[src/rtl/byte_serializer.sv]
// byte_serializer: unpacks NBYTES-wide words into an MSB-first byte stream with valid/ready on both sides.
// Define BYTE_SERIALIZER_SKID_EN to add a one-word holding register for 1 byte/cycle throughput.
module byte_serializer #(
  parameter int NBYTES = 4
) (
  input  logic                  clk,
  input  logic                  reset,
  input  logic [8*NBYTES-1:0]   data_in,
  input  logic                  in_valid,
  output logic                  in_ready,
  output logic [7:0]            data_out,
  output logic                  out_valid,
  input  logic                  out_ready,
  output logic                  done
);
  localparam int CW = NBYTES > 1 ? $clog2(NBYTES) : 1;
  localparam logic [CW-1:0] LAST = CW'(NBYTES - 1);
  typedef enum logic {IDLE, SEND} state_t;
  state_t state_q, state_d;
  logic [8*NBYTES-1:0] sreg_q, sreg_d;
  logic [CW-1:0] cnt_q, cnt_d;
  logic out_valid_q, out_valid_d, done_q, done_d;
  logic accept, xfer, last;
  assign accept = in_valid && in_ready;
  assign xfer = out_valid_q && out_ready;
  assign last = cnt_q == LAST;
  assign data_out = sreg_q[8*NBYTES-1 -: 8];
  assign out_valid = out_valid_q;
  assign done = done_q;
  assign out_valid_d = state_d == SEND;
  assign done_d = state_d == SEND && cnt_d == LAST;
`ifdef BYTE_SERIALIZER_SKID_EN
  logic [8*NBYTES-1:0] hold_q, hold_d;
  logic hold_full_q, hold_full_d;
  assign in_ready = reset && (state_q == IDLE || !hold_full_q);
  always_comb begin
    state_d = state_q;
    sreg_d = sreg_q;
    cnt_d = cnt_q;
    hold_d = hold_q;
    hold_full_d = hold_full_q;
    if (state_q == IDLE) begin
      if (accept) begin
        sreg_d = data_in;
        cnt_d = '0;
        state_d = SEND;
      end
    end else begin
      if (accept) begin
        hold_d = data_in;
        hold_full_d = 1'b1;
      end
      if (xfer && !last) begin
        sreg_d = sreg_q << 8;
        cnt_d = cnt_q + 1'b1;
      end else if (xfer) begin
        // a word arriving on the final-byte edge skips the holding register
        cnt_d = '0;
        hold_full_d = 1'b0;
        sreg_d = hold_full_q ? hold_q : data_in;
        state_d = (hold_full_q || accept) ? SEND : IDLE;
      end
    end
  end
`else
  assign in_ready = reset && state_q == IDLE;
  always_comb begin
    state_d = state_q;
    sreg_d = sreg_q;
    cnt_d = cnt_q;
    if (state_q == IDLE) begin
      if (accept) begin
        sreg_d = data_in;
        cnt_d = '0;
        state_d = SEND;
      end
    end else if (xfer && !last) begin
      sreg_d = sreg_q << 8;
      cnt_d = cnt_q + 1'b1;
    end else if (xfer) begin
      state_d = IDLE;
    end
  end
`endif
  always_ff @(posedge clk) begin
    if (!reset) begin
      state_q <= IDLE;
      sreg_q <= '0;
      cnt_q <= '0;
      out_valid_q <= 1'b0;
      done_q <= 1'b0;
`ifdef BYTE_SERIALIZER_SKID_EN
      hold_q <= '0;
      hold_full_q <= 1'b0;
`endif
    end else begin
      state_q <= state_d;
      sreg_q <= sreg_d;
      cnt_q <= cnt_d;
      out_valid_q <= out_valid_d;
      done_q <= done_d;
`ifdef BYTE_SERIALIZER_SKID_EN
      hold_q <= hold_d;
      hold_full_q <= hold_full_d;
`endif
    end
  end
endmodule

[config.mk]
export PLATFORM = sky130hd
export DESIGN_NAME = byte_serializer
export DESIGN_NICKNAME = d
export VERILOG_FILES = /design/src/rtl/byte_serializer.sv
export SDC_FILE = /design/constraint.sdc
export NUM_CORES = 1
export LEC_CHECK = 0
export CAP_MARGIN = 25
export CELL_PAD_IN_SITES_DETAIL_PLACEMENT = 0
export CELL_PAD_IN_SITES_GLOBAL_PLACEMENT = 2
export CORE_MARGIN = 5
export CORE_UTILIZATION = 28
export CTS_CLUSTER_DIAMETER = 50
export CTS_CLUSTER_SIZE = 16
export DETAILED_ROUTE_END_ITERATION = 8
export GPL_ROUTABILITY_DRIVEN = 0
export PLACE_DENSITY = 0.87
export SYNTH_ARGS = -nofsm -noshare
export SYNTH_HDL_FRONTEND = slang
export SYNTH_SLANG_ARGS = --single-unit
[constraint.sdc]
create_clock -name clk -period 1.5 [get_ports clk]
set_input_delay 0.3 -clock clk [delete_from_list [all_inputs] [get_ports clk]]
set_output_delay 0.3 -clock clk [all_outputs]
set_load 0.05 [all_outputs]
== After elaboration in Yosys (flattened, before gate mapping) ==
Index checks and enable logic that the tools add are counted.
Storage, ports and cells
  register bits after elaboration: 36
  bits in latches: 0
  memory bits (writable): 0
  memory bits (read-only): 0
  word-level logic and storage cells: 27
  memories: 0
Operators by class
  $add $sub $neg: 1
  multiply operators: 0
  divide/modulo/power cells: 0
  order comparisons: 0
  equal/unequal tests: 3
  shift operators: 0
  muxes and demuxes: 10
  bitwise operators: 1
  reduce and logical (&&, ||, !) cells: 8
Operators by type and width (number)
  32-bit 2-to-1 mux: 3
  2-bit 2-to-1 mux: 3
  1-bit logical AND: 5
  2-bit equality test (second input constant): 2
  1-bit 2-to-1 mux: 4
  2-bit by 1-bit adder with 2-bit output (second input constant): 1
  2-bit by 1-bit inequality test with 1-bit output (second input constant): 1
  2-bit AND reduction: 1
  2-bit nonzero test: 1
  1-bit logical NOT: 1
  1-bit inverter: 1

== Logic depth before layout (Yosys ltp) ==
  depth in word-level cells: 7
  mapped depth: 6
  depth with buffers taken out: 4

== Worst setup path after synthesis ==
No wires, ideal clock.
  kind: reg2out
  start: register, netlist name out_valid
  end: output port in_ready
  arrival: 1618 ps
  required time: 1200 ps
  setup slack: -418 ps
  stages on the path, launching flop included: 4
  cell sequence: dfxtp_1 -> buf_4 -> buf_2 -> nor2_1
RTL lines
  end: declaration: line 10  | output logic in_ready,

==> impl_results.md <==
- Htree depth: 2
- Synth top area cells: dfxtp_1, mux2_2, nand2_1
- WS Path Type: flop to output port
- Critical R2R Capture: cnt_q[1]$_SDFF_PN0_
- Initial Utilization: 0.2896
- Ordered list of cells on the worst path: buf_6 > nor2_4 > buf_12
- Clock transition at path regs: 0.07 ns
- Number of buffers added on ports: 46
- Crit path DAT: 1.13 ns
- Synth area leader: dfxtp_1
- DR WL met3: between 200 and 300 um
- Number of max-cap violations: 0
- Post-DRT Antenna Nets: 0
- Hold depth: 3
- HPWL after detailed placement: 3196 um
- Clock sinks: 36
- Seq/Total Area, Yosys: 0.3897
- Total grt overflow: 0
- ANT cells: 0
- Initial drt markers: 47
- Post-Route WL: 4504 um
- Fin crit period: 1.430 ns
- Reg area: 721.9 um^2
- Mapped Cells: 211
- Setup crit end kind: output port
- Initial antenna violation count: 0
- Power per Cell Area: 919.4 mW/mm^2
- Crit path buf inv count: 2
- Worst setup SP type: flop
- Largest delay contributor family on the critical path: flip-flops
- Peak supply drop: 385.4 uV
- Async SR Flop Fraction: 0
- Slowest stage delay, CP: 0.40 ns
- Multi-input logic area: 965.9 um^2
- Row count: 29
- EDFF count, synth: 0
- Worst skew pair latency: 0.29 ns
- Full die area: 0.008330 mm^2
- HP Class: primary input to flop
- Syn Nets: roughly 250
- P_leak: about 1.0 nW
- Met2 Wirelength: between 1500 and 2000 um
- Total I/O pin count: 47
- WHS Endpoint: cnt_q[0]$_SDFF_PN0_
- CTS tree: done
- Reg2reg setup slack: 0.16 ns
- First-pass GRT wire length: 7507 um
- Layout Nets: 295
- Cts hold-fix bufs: 0
- Reg2reg start: cnt_q[1]$_SDFF_PN0_
- Drt pass-1 iters: 4
- Max-slew headroom: 0.8422
- Critical Path RT: 1.20 ns
- Layout fillers: 660
- Vias post-DR: 1576
- Final worst setup slack: 0.06963 ns
- Top routing layer used: met4
- GRT Total Usage: 0.1096
- Vias per cell: roughly 4.7
- P&R area growth vs syn: 41.27%
- Worst Max-Slew Pin Slew: 0.2366 ns
- Number of synthesized register bits: 36
- M1 WL: 2208 um
- Synth top cells by count: nand2_1, dfxtp_1, a31oi_1, o21ai_0, mux2_2
- Post-synth top area share: 0.3897
- Core Area: 0.006386 mm^2
- Dpl ws: -0.2829 ns
- Fin crit share: 0.9536
- Setup TNS: 0 ns
- Final hold violation count: 0
- DRC violations left: 0
- Top-count cell post-synth: nand2_1
- Synth cell types: 24
- Cts bufs inserted: 5
- Die extent in x: about 90 um
- Status: complete, no violations
- Vias in the first global route: between 1500 and 2000
- Max Freq: 699.1 MHz
- Crit-path max FO: 23
- Share of cells above drive strength 1: 0.2664
- Slowest stage cell on the critical path: dfxtp_2
- Largest net degree at the start of global routing: 27
- Clock buffer depth: 2
- Root Driver: clkbuf_8
- Cell count of the worst reg-to-reg path: 5
- Avg Cell Area, Syn: slightly below 9 um^2
- Min-delay src: reset
- Wire per inst: between 10 and 15 um
- Chip height: 91.27 um
- Final Slew Violations: 0
- Yosys warnings: 0
- Clock skew: 0.002719 ns
- Setup violations, final: 0
- Predominant post-synthesis flop cell: dfxtp_1
- Mapped cell area: 0.001849 mm^2
==> state kept, by name (all words and copies together), names as in the netlist <==
register   cells
done           1
sreg_q        32
cnt_q          2
out_valid      1
==> repair_timing <==
item / CTS / global route
setup endpoints to repair: 1 / 19
setup buffers: 0 / 1
gates resized for setup: 1 / 6
pin swaps: 0 / 1
==> per-layer routing <==
layer	global-route usage	up-vias
li1	-	834
met1	0.1434	699
met2	0.1683	36
met3	0.04298	7
met4	0.02934	0
met5	0	-
==> worst max-delay path by stage <==
| stage | startpoint | end | slack (ns) | cells past startpoint |
|---|---|---|---|---|
| after floorplan | out_valid$_SDFF_PN0_ | in_ready | 0.11 | 3 |
| after global placement | in_valid | sreg_q[22]$_SDFFE_PN0P_ | -0.24 | 5 |
| after detailed placement | in_valid | sreg_q[29]$_SDFFE_PN0P_ | -0.28 | 5 |
| after CTS | in_valid | sreg_q[30]$_SDFFE_PN0P_ | 0.03 | 5 |
| after global routing | out_valid$_SDFF_PN0_ | in_ready | -0.00003 | 3 |
| final | out_valid$_SDFF_PN0_ | in_ready | 0.07 | 3 |
==> tightest hold or removal path: stages <==
cell,delay [ns]
dlymetal6s2s_1,0.16
inv_4,0.12
a31oi_1,0.05
==> report_power, final <==
part           internal (mW)  switching [mW]
logic                  0.322           0.266
registers               1.03          0.0655
clock network          0.366           0.350
==> stage by stage <==
step | utilization | cell area, um^2 | power [mW] | std cells | hold slack, ns
2_1_floorplan | - | 1858 | 1.458 | 211 | 0.4005
3_3_place_gp | 0.3891 | 2485 | 1.696 | 327 | 0.4613
3_5_place_dp | 0.3891 | 2485 | 1.704 | 327 | 0.4681
4_1_cts | 0.4042 | 2581 | 2.431 | 335 | 0.4791
5_1_grt | 0.4091 | 2613 | 2.544 | 336 | 0.3888
6_report | 0.4091 | 2613 | 2.402 | 336 | 0.3804
==> cells in the final DEF, fill, tap and decap left out, drive strengths merged, types with 4 or more instances in the layout <==
cell and count:
buf 30, o21ai 26, a22o 8, clkbuf 6, a31oi 26, dfxtp 36, nand3b 4, mux2 24
nand2 49, clkdlybuf4s50 33
==> cells by family after synthesis <==
logic type,synth area share
flops,0.3897
buf+inv,0.09877
simple gates,0.1441
compound gates,0.2145
mux,0.1461
fa+ha+maj,0.006765
==> area by class of cell <==
class	count	share of cell area
inverters	2	0.003831
clock inverters	2	0.003831
clock buffers	6	0.03161
multi-input cells	148	0.3697
well taps	77	0.03688
flip-flops and latches	36	0.2763
repair buffers	65	0.2778
No activity file was read; power rests on OpenSTA's default activity.
